==> config.mk <==
export PLATFORM = sky130hd
export DESIGN_NAME = shift_add_multiplier
export DESIGN_NICKNAME = d
export VERILOG_FILES = /design/src/rtl/shift_add_multiplier_pkg.sv /design/src/rtl/shift_add_multiplier_adder_core.sv /design/src/rtl/shift_add_multiplier.sv
export SDC_FILE = /design/constraint.sdc
export NUM_CORES = 1
export LEC_CHECK = 0
export BUFFER_PORTS_ARGS = -buffer_cell sky130_fd_sc_hd__buf_2
export CAP_MARGIN = 20
export CORE_MARGIN = 5
export CORE_UTILIZATION = 57
export CTS_CLUSTER_DIAMETER = 200
export DETAILED_ROUTE_END_ITERATION = 8
export HOLD_SLACK_MARGIN = 0.15
export PLACE_DENSITY = 0.91
export SKIP_LAST_GASP = 1
export SLEW_MARGIN = 15
export SYNTH_ARGS = -nofsm -noshare
export SYNTH_HDL_FRONTEND = slang
export SYNTH_SLANG_ARGS = --single-unit
==> constraint.sdc <==
create_clock -name clk -period 4.8 [get_ports clk]
set_clock_uncertainty 0.2 [all_clocks]
set_input_delay 0.96 -clock clk [delete_from_list [all_inputs] [get_ports clk]]
set_output_delay 0.96 -clock clk [all_outputs]
set_load 0.1 [all_outputs]
==> src/rtl/shift_add_multiplier_pkg.sv <==
// Shared definitions for the shift-and-add multiplier.
//   - FSM state encoding (2'd3 is unreachable and decodes to IDLE)
//   - default operand width
package shift_add_multiplier_pkg;

  localparam int DEFAULT_WIDTH = 4;

  typedef enum logic [1:0] {
    ST_IDLE   = 2'd0,
    ST_RUN    = 2'd1,
    ST_DONE   = 2'd2,
    ST_UNUSED = 2'd3
  } state_t;

endpackage

==> src/rtl/shift_add_multiplier_adder_core.sv <==
// adder_core: WIDTH-bit ripple-carry adder.
// Ports:
//   a, b   : WIDTH-bit addends
//   c_in   : carry in
//   sum    : WIDTH-bit sum
//   c_out  : carry out of the MSB
module adder_core #(
  parameter int WIDTH = 4
) (
  input  logic [WIDTH-1:0] a,
  input  logic [WIDTH-1:0] b,
  input  logic             c_in,
  output logic [WIDTH-1:0] sum,
  output logic             c_out
);

  logic [WIDTH:0] carry;

  assign carry[0] = c_in;

  for (genvar i = 0; i < WIDTH; i++) begin : g_bit
    assign sum[i]     = a[i] ^ b[i] ^ carry[i];
    assign carry[i+1] = (a[i] & b[i]) | (carry[i] & (a[i] ^ b[i]));
  end

  assign c_out = carry[WIDTH];

endmodule

==> src/rtl/shift_add_multiplier.sv <==
// shift_add_multiplier: sequential unsigned WIDTH x WIDTH -> 2*WIDTH multiplier,
// one shift-and-add step per clock through a ripple-carry adder_core.
// Ports:
//   clk        : rising-edge clock
//   rst        : synchronous reset, active-high
//   in_valid   : a, b valid
//   in_ready   : operands accepted (high only in IDLE)
//   a, b       : multiplicand, multiplier (sampled at the accept edge only)
//   out_valid  : product valid (DONE state)
//   out_ready  : consumer accepts product
//   product    : a*b, held stable while out_valid=1
//   done_count : (only with SHIFT_ADD_MULT_DONE_CNT_EN defined) 16-bit wrapping
//                count of completed output handshakes
// Optional feature macro: SHIFT_ADD_MULT_DONE_CNT_EN.
module shift_add_multiplier
  import shift_add_multiplier_pkg::*;
#(
  parameter int WIDTH = DEFAULT_WIDTH,
  parameter int CNT_W = 3
) (
  input  logic               clk,
  input  logic               rst,
  input  logic               in_valid,
  output logic               in_ready,
  input  logic [WIDTH-1:0]   a,
  input  logic [WIDTH-1:0]   b,
  output logic               out_valid,
  input  logic               out_ready,
  output logic [2*WIDTH-1:0] product
`ifdef SHIFT_ADD_MULT_DONE_CNT_EN
  ,
  output logic [15:0]        done_count
`endif
);

  localparam logic [CNT_W-1:0] LAST_STEP = CNT_W'(WIDTH - 1);

  state_t           state;
  logic [WIDTH-1:0] mcand;
  logic [WIDTH-1:0] hi;
  logic [WIDTH-1:0] lo;
  logic [CNT_W-1:0] cnt;

  logic [WIDTH-1:0]   addend;
  logic [WIDTH-1:0]   sum;
  logic               carry;
  logic [2*WIDTH-1:0] shifted;

  // Partial product: add the multiplicand only when the current multiplier bit is set.
  assign addend = lo[0] ? mcand : '0;

  adder_core #(.WIDTH(WIDTH)) u_adder (
    .a     (hi),
    .b     (addend),
    .c_in  (1'b0),
    .sum   (sum),
    .c_out (carry)
  );

  // {carry, sum, lo} >> 1: the carry is kept as the new MSB, so the product
  // can never overflow 2*WIDTH bits.
  assign shifted = {carry, sum, lo[WIDTH-1:1]};

  always_ff @(posedge clk) begin
    if (rst) begin
      state     <= ST_IDLE;
      mcand     <= '0;
      hi        <= '0;
      lo        <= '0;
      cnt       <= '0;
      product   <= '0;
      out_valid <= 1'b0;
      in_ready  <= 1'b1;
    end else begin
      case (state)
        ST_IDLE: begin
          if (in_valid && in_ready) begin
            mcand    <= a;
            lo       <= b;
            hi       <= '0;
            cnt      <= '0;
            in_ready <= 1'b0;
            state    <= ST_RUN;
          end
        end
        ST_RUN: begin
          {hi, lo} <= shifted;
          cnt      <= cnt + CNT_W'(1);
          if (cnt == LAST_STEP) begin
            product   <= shifted;
            out_valid <= 1'b1;
            state     <= ST_DONE;
          end
        end
        ST_DONE: begin
          if (out_ready) begin
            out_valid <= 1'b0;
            in_ready  <= 1'b1;
            state     <= ST_IDLE;
          end
        end
        default: begin
          // Unreachable encoding: recover to IDLE.
          out_valid <= 1'b0;
          in_ready  <= 1'b1;
          state     <= ST_IDLE;
        end
      endcase
    end
  end

`ifdef SHIFT_ADD_MULT_DONE_CNT_EN
  // out_valid is only high in DONE, so this counts completed output handshakes.
  always_ff @(posedge clk) begin
    if (rst)
      done_count <= '0;
    else if (out_valid && out_ready)
      done_count <= done_count + 16'd1;
  end
`endif

endmodule

==> metrics.log <==
[metrics] result of the run: finished clean
[metrics] total cell area at the placement stage: 1260 um^2
[metrics] buffers inserted by post-CTS timing repair: 0
[metrics] number of input and output port buffers inserted: 21
[metrics] clock-pin slew reported for the worst setup and hold paths after clock tree synthesis: 130 ps
[metrics] leakage power figure: 0.000509 uW
[metrics] top area cells in the synthesized netlist: dfxtp_1, nor2_1, a21oi_1
[metrics] Seq/Total Area, Yosys: 45.7%
[metrics] final count of pins violating max slew: 0
[metrics] total track usage: 16.0%
[metrics] Fmax: 405 MHz
[metrics] Largest stage delay, worst path: 500 ps
[metrics] die footprint: 3090 um^2
[metrics] initial antenna violation count: 0
[metrics] kind of critical path: reg -> reg
[metrics] Post-Syn Instances: 121
[metrics] first-pass GRT wire length: 3930 um
[metrics] area delta synth->final: 8.47%
[metrics] number of nets at the end of the flow: 158
[metrics] number of placement rows: 16
[metrics] share of layout cells above drive strength 1: 21.6%
[metrics] Non-Filler Cell Area, Final: 1280 um^2
[metrics] ys async rst share: 0%
[metrics] Crit. End Element: flop
[metrics] CP most frequent cell: fa_1
[metrics] share of the clock period used by the worst path: 51.5%
[metrics] post-synth cell types: 29
[metrics] First DRT Iteration DRCs: 22
[metrics] total nets after synthesis: 139
[metrics] Critical Path Slowest Stage Cell: fa_1
[metrics] final count of negative-setup-slack endpoints: 0
[metrics] final setup TNS: 0 ps
[metrics] count of flip-flops with a built-in enable after synthesis: 0
[metrics] arrival time at the worst endpoint: 2540 ps
[metrics] top cells by instance count after synthesis: dfxtp_1, nor2_1, a21oi_1, nand2_1, inv_1
[metrics] post-synthesis area per instance: 9.77 um^2
[metrics] RSZ-0062 raised after global routing: no
[metrics] CTS Hold Bufs: 0
[metrics] total vias in the final route: 904
[metrics] most used standard cell by instance count after synthesis: dfxtp_1
[metrics] CTS Buf Count: 3
[metrics] Longest Clk Path Bufs: 2
[metrics] pin count of the biggest net entering global routing: 19
[metrics] GPL Wtd Cong: 0.793
[metrics] leading area contributor after synthesis: dfxtp_1
[metrics] Skew-Pair Late Insertion Delay: 330 ps
[metrics] post-route worst setup slack: 2330 ps
[metrics] final HPWL from detailed placement: 1750 um
[metrics] post-synth design cell area: 1180 um^2
[metrics] residual DRC count: 0
[metrics] vertical die dimension: 55.5 um
[metrics] CP Cell Sequence: and2_1 -> ha_1 -> inv_1 -> fa_1 -> fa_1 -> fa_1 -> a211oi_2
[metrics] Main synth FF type: dfxtp_1
[metrics] Seq cells post-synth: 27
[metrics] vias in the first global route: 897
[metrics] Detail Route Antenna Nets: 0
[metrics] Max Fanout on Critical Path: 5
[metrics] maximum vdd drop: 0.237 mV
[metrics] H-tree Lvls: 1
[metrics] power density over the cells: 302 nW/um^2
[metrics] Hold Fails Final Rpt: 0
[metrics] Slew HR: 59.9%
[metrics] measured slew at the worst slew-check pin: 602 ps
[metrics] Total Routed Length: 2310 um
[metrics] cell chosen for the clock root: clkbuf_4
[metrics] clock tree from TritonCTS: yes
[metrics] count of synthesis-stage warnings from yosys: 0
[metrics] Routed WL per cell: 13.9 um
[metrics] critical path startpoint category: flop
[metrics] length of the first detailed-routing pass in iterations: 4
[metrics] io pins: 22
[metrics] end-of-flow core utilization: 65.4%
[metrics] aggregate global routing overflow: 0
[metrics] Floorplan Core Area: 1960 um^2
[metrics] portion of synthesized cell area occupied by the leading cell type: 45.7%
[metrics] register-to-register setup slack: 2330 ps
[metrics] worst endpoint required time: 4860 ps
[metrics] Max Cap Viol: 0
[metrics] diode insertion count for antenna repair: 0
[metrics] worst slack after detailed placement: 2350 ps
[metrics] placed cells: 162
[metrics] post-route non-filler standard cell count: 166
[metrics] post-DR vias/cell: 5.45
[metrics] initial cell density of the core: 60.3%
[metrics] final period demand of the worst path: 2470 ps
[metrics] Die X: 55.5 um
[metrics] number of gates resized after CTS: 0
[metrics] worst hold-check path type: reg -> reg
[metrics] count of clock tree sinks: 27
## flip-flops by register name, indices dropped and copies added (netlist names)
signal,flops
state,2
hi,4
cnt,3
mcand,4
lo,4
product,8
out_valid,1
in_ready,1
## path summary, 6_finish.rpt
check	start	end	depth (start not counted)
setup / recovery	lo[0]	product[6]	7
hold / removal	product[0]	product[0]	2
setup reg to reg	lo[0]	product[6]	7
hold reg to reg	product[0]	product[0]	2
## worst max-delay path: cells and delay by family, from the launching register on
kind                       cells  cell delay [ps]
adders and majority gates      4             1410
DFF                            1              410
AOI/OAI and AO/OA              1              190
and+or+nand+nor                1              150
buffers and inverters          1               50
## layer usage
metal	routed length [um]	share of wire (%)	GRT usage [%]
met1	952	41	17.4
met2	1190	51	27.9
met3	124	5.4	4.20
met4	49	2.1	8.68
met5	0	0	0
## cell type report
type                            count  area, um^2
Multi-Input combinational cell     80         551
Sequential cell                    27         541
Timing Repair Buffer               21         105
Tap cell                           27        33.8
Inverter                            7        26.3
Fill cell                         185         679
Clock buffer                        4        26.3
## logic make-up after synthesis
| kind of cell | share of synthesized area [%] |
|---|---|
| flip-flops | 45.7 |
| buffers and inverters | 7.72 |
| adder cells (fa/ha/maj) | 8.25 |
| multiplexers | 3.39 |
| AO/OA/AOI/OAI | 19.7 |
| AND/OR/NAND/NOR | 15.2 |
## layout by cell type (no fill, tap or decap), types with 2 or more instances in the layout
master / n
dfxtp_1: 27
buf_2: 21
nor2_1: 17
nand2_1: 12
a21oi_1: 12
inv_1: 7
o2bb2ai_1: 5
mux2i_1: 4
o221ai_1: 4
a211oi_2: 4
nand2b_1: 3
fa_1: 3
ha_1: 3
clkbuf_4: 3
o21ai_0: 2
## report_power, final
| part | internal [uW] | switching (uW) | leakage [uW] |
|---|---|---|---|
| clock | 32.7 | 64.6 | 0.0000150 |
| sequential | 234 | 8.32 | 0.000220 |
| combinational | 18.4 | 30.2 | 0.000274 |
## metrics by stage
stage | hold slack (ps) | total power [uW]
3_3_place_gp | 242 | 292
6_report | 266 | 388
3_5_place_dp | 247 | 295
5_1_grt | 291 | 407
2_1_floorplan | 232 | 284
4_1_cts | 265 | 388
No activity file was read; power rests on OpenSTA's default activity.
